**src/rtl/sparce_svc_mlane.sv**
```systemverilog
// SpaRCE multi-lane sparsity value checker: per-lane zero flags and a per-register zero bitmap.
// Optional per-lane saturating statistics counters are built when SPARCE_SVC_STATS_EN is defined.

module sparce_svc_lane #(
   parameter int DATA_WIDTH = 32
`ifdef SPARCE_SVC_STATS_EN
   ,
   parameter int CNT_WIDTH  = 16
`endif
) (
   input  logic                  clk,
   input  logic                  rst,
   input  logic                  valid,
   input  logic [DATA_WIDTH-1:0] data,
   output logic                  zero,
   output logic                  is_sparse,
   output logic                  is_sparse_valid
`ifdef SPARCE_SVC_STATS_EN
   ,
   input  logic                  stat_clear,
   output logic [CNT_WIDTH-1:0]  stat_sparse,
   output logic [CNT_WIDTH-1:0]  stat_total
`endif
);

   assign zero = (data == '0);

   always_ff @(posedge clk or posedge rst) begin
      if (rst) begin
         is_sparse       <= 1'b0;
         is_sparse_valid <= 1'b0;
      end else begin
         is_sparse       <= valid & zero;
         is_sparse_valid <= valid;
      end
   end

`ifdef SPARCE_SVC_STATS_EN
   // Clear beats increment; counters stick at all-ones instead of wrapping.
   always_ff @(posedge clk or posedge rst) begin
      if (rst) begin
         stat_sparse <= '0;
         stat_total  <= '0;
      end else if (stat_clear) begin
         stat_sparse <= '0;
         stat_total  <= '0;
      end else begin
         if (valid && stat_total != '1)
            stat_total <= stat_total + 1'b1;
         if (valid && zero && stat_sparse != '1)
            stat_sparse <= stat_sparse + 1'b1;
      end
   end
`endif

endmodule

module sparce_svc_mlane #(
   parameter  int DATA_WIDTH = 32,
   parameter  int LANES      = 2,
   parameter  int NUM_REGS   = 32,
   parameter  int CNT_WIDTH  = 16,
   localparam int REG_W      = $clog2(NUM_REGS)
) (
   input  logic                          CLK,
   input  logic                          RST,
   input  logic [LANES-1:0]              wb_valid,
   input  logic [LANES*REG_W-1:0]        wb_rd,
   input  logic [LANES*DATA_WIDTH-1:0]   wb_data,
   input  logic                          flush,
   output logic [LANES-1:0]              is_sparse,
   output logic [LANES-1:0]              is_sparse_valid,
   output logic [NUM_REGS-1:0]           sparse_map
`ifdef SPARCE_SVC_STATS_EN
   ,
   input  logic                          stat_clear,
   output logic [LANES*CNT_WIDTH-1:0]    stat_sparse,
   output logic [LANES*CNT_WIDTH-1:0]    stat_total
`endif
);

   localparam logic [REG_W:0] NUM_REGS_EXT = (REG_W+1)'(NUM_REGS);

   if (LANES < 1 || NUM_REGS < 2 || CNT_WIDTH < 1 || DATA_WIDTH < 1) begin : g_cfg_err
      $error("sparce_svc_mlane: illegal parameter set");
   end

   logic [LANES-1:0][REG_W-1:0]      lane_rd;
   logic [LANES-1:0][DATA_WIDTH-1:0] lane_data;
   logic [LANES-1:0]                 lane_z;
   logic [NUM_REGS-1:0]              map_q;
   logic [NUM_REGS-1:0]              map_nxt;

   assign lane_rd   = wb_rd;
   assign lane_data = wb_data;

   for (genvar i = 0; i < LANES; i++) begin : g_lane
`ifdef SPARCE_SVC_STATS_EN
      sparce_svc_lane #(.DATA_WIDTH(DATA_WIDTH), .CNT_WIDTH(CNT_WIDTH)) u_lane (
         .clk             (CLK),
         .rst             (RST),
         .valid           (wb_valid[i]),
         .data            (lane_data[i]),
         .zero            (lane_z[i]),
         .is_sparse       (is_sparse[i]),
         .is_sparse_valid (is_sparse_valid[i]),
         .stat_clear      (stat_clear),
         .stat_sparse     (stat_sparse[i*CNT_WIDTH +: CNT_WIDTH]),
         .stat_total      (stat_total[i*CNT_WIDTH +: CNT_WIDTH])
      );
`else
      sparce_svc_lane #(.DATA_WIDTH(DATA_WIDTH)) u_lane (
         .clk             (CLK),
         .rst             (RST),
         .valid           (wb_valid[i]),
         .data            (lane_data[i]),
         .zero            (lane_z[i]),
         .is_sparse       (is_sparse[i]),
         .is_sparse_valid (is_sparse_valid[i])
      );
`endif
   end

   // Ascending lane walk lets the youngest lane win same-register collisions.
   always_comb begin
      map_nxt = map_q;
      for (int i = 0; i < LANES; i++) begin
         if (wb_valid[i] && lane_rd[i] != '0 && {1'b0, lane_rd[i]} < NUM_REGS_EXT)
            map_nxt[lane_rd[i]] = lane_z[i];
      end
      if (flush)
         map_nxt = '0;
      map_nxt[0] = 1'b1;
   end

   always_ff @(posedge CLK or posedge RST) begin
      if (RST)
         map_q <= NUM_REGS'(1);
      else
         map_q <= map_nxt;
   end

   assign sparse_map = map_q;

endmodule

```
**config.mk**
```make
export PLATFORM = sky130hd
export DESIGN_NAME = sparce_svc_mlane
export DESIGN_NICKNAME = d
export VERILOG_FILES = /design/src/rtl/sparce_svc_mlane.sv
export SDC_FILE = /design/constraint.sdc
export NUM_CORES = 1
export LEC_CHECK = 0
export ABC_CLOCK_PERIOD_IN_PS = 1250
export BUFFER_PORTS_ARGS = -buffer_cell sky130_fd_sc_hd__buf_4
export CAP_MARGIN = 20
export CELL_PAD_IN_SITES_DETAIL_PLACEMENT = 1
export CELL_PAD_IN_SITES_GLOBAL_PLACEMENT = 1
export CORE_ASPECT_RATIO = 1.75
export CORE_MARGIN = 1
export CORE_UTILIZATION = 34
export CTS_BUF_LIST = sky130_fd_sc_hd__clkbuf_8
export DETAILED_ROUTE_END_ITERATION = 16
export PLACE_DENSITY = 0.86
export SLEW_MARGIN = 20
export SYNTH_ARGS = -nofsm -noshare
export SYNTH_HDL_FRONTEND = slang
export SYNTH_SLANG_ARGS = --single-unit
```
**constraint.sdc**
```tcl
create_clock -name CLK -period 1.25 [get_ports CLK]
set_input_delay 0.125 -clock CLK [delete_from_list [all_inputs] [get_ports CLK]]
set_output_delay 0.125 -clock CLK [all_outputs]
set_load 0.005 [all_outputs]
```
# Word-level counts from Yosys, hierarchy flattened
# Index checks and enable logic that the tools add are counted.
# totals
input_bits	79
output_inout_bits	36
reg_bits	35
word_cells	28
# classes
reduce_logical	8
mux	9
bitwise_logic	2
n_lt_le_gt_ge	4
# ops
operator	count
two-way mux 32 bit	3
bitwise mux 32 bit	2
logical NOT 32 bit	2
less-than comparator 5 x 6 -> 1 bit (second input constant)	2
demux 1 bit (select 5 bit)	2
>= comparator 5 x 1 -> 1 bit (second input constant)	2
nonzero test 5 bit	2
logical AND 1 bit	4
bitwise AND 1 bit	2
two-way mux 1 bit	2

# Logic depth before layout (Yosys ltp)
# logic_depth
depth_word	9
mapped_depth	6
depth_no_buf	4

# Modules after synthesis
# Synthesis repeated with hierarchy kept, for this count alone.
# unflattened
cells_unflattened	226
hier_area_um2	2338.5
# modules_own_cells
mod	seq_area_each_um2	area_per_inst_um2	n_inst	cells_per_inst
sparce_svc_mlane	775.7	2058.2	1	194
sparce_svc_lane	50.0	140.1	2	16

# Worst setup path before layout
# No wires, ideal clock.
# synth_timing
kind	in2reg
start	input wb_data[18]
end	register map_q[2], in the netlist sparse_map[2]
setup_ps	104
required_ps	1146
arrival_ps	1133
n_path_buf	2
stages	6
setup_slack_ps	13
cell_sequence	nor4_1 and4_1 buf_4 buf_4 nand4_1 a221oi_1
# synth_via
elab_chain_cells	6
# synth_rtl
element	line_no	text
start, declared	69	input logic [LANES*DATA_WIDTH-1:0] wb_data,
logical NOT 32 bit (*)	26	assign zero = (data == '0);
bitwise mux 32 bit (*)	129	map_nxt[lane_rd[i]] = lane_z[i];
two-way mux 32 bit (*)	128	if (wb_valid[i] && lane_rd[i] != '0 && {1'b0, lane_rd[i]} < NUM_REGS_EXT)
bitwise mux 32 bit	129	
two-way mux 32 bit (*)	128	
two-way mux 32 bit (*)	131	if (flush)
via map_nxt[2]	92	logic [NUM_REGS-1:0] map_nxt;
end signal, assigned	140	map_q <= map_nxt;
end, declared	91	logic [NUM_REGS-1:0] map_q;
# Mark *: on every way through the listed nets, which the timed path passes. The rest lies on a longest branch.

# Final worst setup path
# layout_timing
start	input wb_data[57]
end	register map_q[30], in the netlist sparse_map[30]
# layout_via
elab_chain_cells	4
# layout_rtl
element	line_no
logical NOT 32 bit	26
bitwise mux 32 bit	129
two-way mux 32 bit	128
two-way mux 32 bit	131
via map_nxt[30]	92
# The timed path passes the listed nets, and every way through them passes these cells.

==> reports/metrics.csv <==
metric;value;unit
setup.worst_path.end_class;flip-flop;
htree_num_levels;2;
via_per_inst;6.386;
synth.lib_cells_used.distinct;33;
layout_worst_path_cycle_share;107.5;%
final_core_utilization;56.81;%
global_route_wire_length_before_repair;15760;um
placedCellCount;478;
primary_flip_flop_cell_chosen_by_synthesis_mapping;dfrtp_1;
placement_rows;40;
relSlewSlack;53.27;%
critical_path.slowest_cell;nor4_1;
clk-insertion-delay-late;0.31;ns
async_flop_share;100.0;%
vdd_drop_max;0.4010;mV
tritoncts_clock_tree;done;
top_level_ports;115;
crit_path_start_kind;input port;
edff_count_synth;0;
clk_root_buffer_cell;clkbuf_8;
dieHeight;113.9;um
cp_max_fo;6;
fillCellCount;801;
power.total;2.937;mW
number_of_endpoints_failing_setup_at_the_final_stage;3;
p_leak;1.635;nW
cts.path.max_buffers;2;
detailroute.via_count;3129;
synthesis.instances;278;
dr_top_layer;met4;
grt-ovfl-total;0;
detail_route.wl_per_cell;22.93;um
mappedNetlistArea;2434;um^2
buffer_ports.inserted;113;
initial_core_util;35.24;%
route.met3.wl;682;um
drv_cap;0;
critical_path.cell_chain;buf_4, nor4_1, and4_4, a21oi_2, buf_4, a221oi_1;
grt_pass1_vias;3240;
syn_avg_cell_area;8.754;um^2
layout.cells.non_filler;490;
die_w;65.96;um
synthesis_stage_register_bit_count;35;
hold_viol_final;0;
route.antenna.remaining_nets;0;
synth-seq-area-share;35.99;%
fin_worst_skew;0;ns
antenna_cells_inserted;0;
min_delay_worst_type;in -> reg;
min_period;1.344;ns
post_cts.repair.setup_buffers;0;
hpwlAfterDp;7296;um
synth.net_count;357;
drt_drc_violations_left;0;
final_max_slew_viol_count;0;
setup-tns-final;-0.1249;ns
crit_family;simple AND/OR/NAND/NOR gates;
antenna_found_initial;0;
timing.critical_path.mode_cell;buf_4;
detail_route.iter0.violations;307;
worst_ep_arrival_time;1.54;ns
critPathKind;in -> reg;
fmax;0.7441;GHz
layout_commonest_cell;buf_4;
final_nets;484;
tritoncts.num_buffers;5;
drtPass1Iterations;5;
critPathMaxStageDelay;0.36;ns
required;1.45;ns
ys.warnings.count;0;
final.setup.worst_slack;-0.09398;ns
cts_sinks;35;
critical_path.n_buffers_inverters;2;
violations;negative setup slack;
grtUsageTotal;27.56;%
cts.clk_slew.worst_paths;0.08;ns
m1WireLength;3937;um
timing_worst_slew_pin_value;0.7009;ns
routabilityCongestion;0.8986;
area_growth_syn_to_layout;61.23;%
met2_length;5996;um
layout-drive-gt1-share;50.49;%
power_per_unit_of_standard_cell_area;748.6;nW/um^2
core_area;6907;um^2
wl;11240;um
dieArea;7514;um^2
grt_start_max_net_pins;36;
status;complete, but fails checks;
layout_common_cells;buf_4 (147), dfrtp_1 (35), nand2_1 (34);
registers in the layout, indices dropped and copies added, names as in the netlist:
signal and cells:
g_lane.u_lane.is_sparse 2, g_lane.u_lane.is_sparse_valid 2, sparse_map 31
path summary, 6_finish.rpt:
| check | from | end | slack, ns | cells after the start |
|---|---|---|---|---|
| max in group asynchronous | RST | sparse_map[27]$_DFF_PP0_ | 0.43 | 4 |
| min | wb_valid[0] | g_lane[0].u_lane.is_sparse$_DFF_PP0_ | 0.10 | 2 |
| min in group asynchronous | RST | sparse_map[10]$_DFF_PP0_ | 0.48 | 4 |
| max reg2reg | sparse_map[12]$_DFF_PP0_ | sparse_map[12]$_DFF_PP0_ | 0.36 | 2 |
| max | wb_data[57] | sparse_map[30]$_DFF_PP0_ | -0.09 | 6 |
| min reg2reg | sparse_map[2]$_DFF_PP0_ | sparse_map[2]$_DFF_PP0_ | 0.63 | 2 |
cell type report:
| class | count | area (um^2) | share of cell area [%] |
|---|---|---|---|
| Sequential cell | 35 | 875.8 | 22.32 |
| Inverter | 1 | 3.754 | 0.09566 |
| Clock buffer | 6 | 82.58 | 2.105 |
| Tap cell | 84 | 105.1 | 2.679 |
| Clock inverter | 2 | 35.03 | 0.8929 |
| Timing Repair Buffer | 157 | 1294 | 32.97 |
| Multi-Input combinational cell | 205 | 1528 | 38.94 |
cells by family (layout without fill, tap and decap cells):
group / count (synthesis) / in the layout / synth area share (%)
other cells: 1 / 1 / 0.1541
compound gates: 66 / 66 / 19.79
buf+inv: 38 / 166 / 9.203
simple gates: 138 / 138 / 34.86
flops: 35 / 35 / 35.99
power by group:
part           switching [mW]  internal [mW]
logic                   0.332          0.325
clock network           0.477          0.646
registers              0.0102           1.15
total                   0.820           2.12
through the flow:
stage | hold WS (ns) | cell area [um^2] | setup slack (ns)
after global routing | 0.09716 | 3924 | -0.2029
after detailed placement | 0.2732 | 3542 | -0.3819
after CTS | 0.08982 | 3699 | 0.01284
after floorplan | 0.1564 | 2434 | 0.01345
final | 0.1014 | 3924 | -0.09398
after global placement | 0.2605 | 3542 | -0.3296
worst reg2reg max path: cells and delay by family (launching register included):
| family | cells | cell delay, ns |
|---|---|---|
| DFF | 1 | 0.42 |
| AOI/OAI and AO/OA | 2 | 0.33 |
what timing repair did:
| action | 4_1_cts | 5_1_grt |
|---|---|---|
| hold buffers | 2 | 0 |
| endpoints found under the hold margin | 36 | 0 |
| setup endpoints to repair | 12 | 30 |
| pin swaps | 1 | 6 |
| cloned | 0 | 2 |
| gates resized for setup | 5 | 32 |
cells in the mapped netlist (all sizes together), types with 5 or more instances:
library cell | number | area, um^2
a221oi | 31 | 271.5
buf | 27 | 182.7
dfrtp | 35 | 875.8
clkbuf | 10 | 37.54
a21oi | 25 | 132.6
nand4 | 32 | 200.2
a22oi | 7 | 52.55
and3b | 5 | 43.79
nand2 | 34 | 127.6
nor3b | 7 | 101.4
nor2 | 20 | 75.07
nor4 | 18 | 112.6
routing by layer:
metal / vias to the layer above / global-route usage, %
li1: 1337 / -
met1: 1530 / 30.28
met2: 206 / 47.89
met3: 56 / 4.200
met4: 0 / 17.45
met5: - / 0
(Power assumes the default switching activity.)
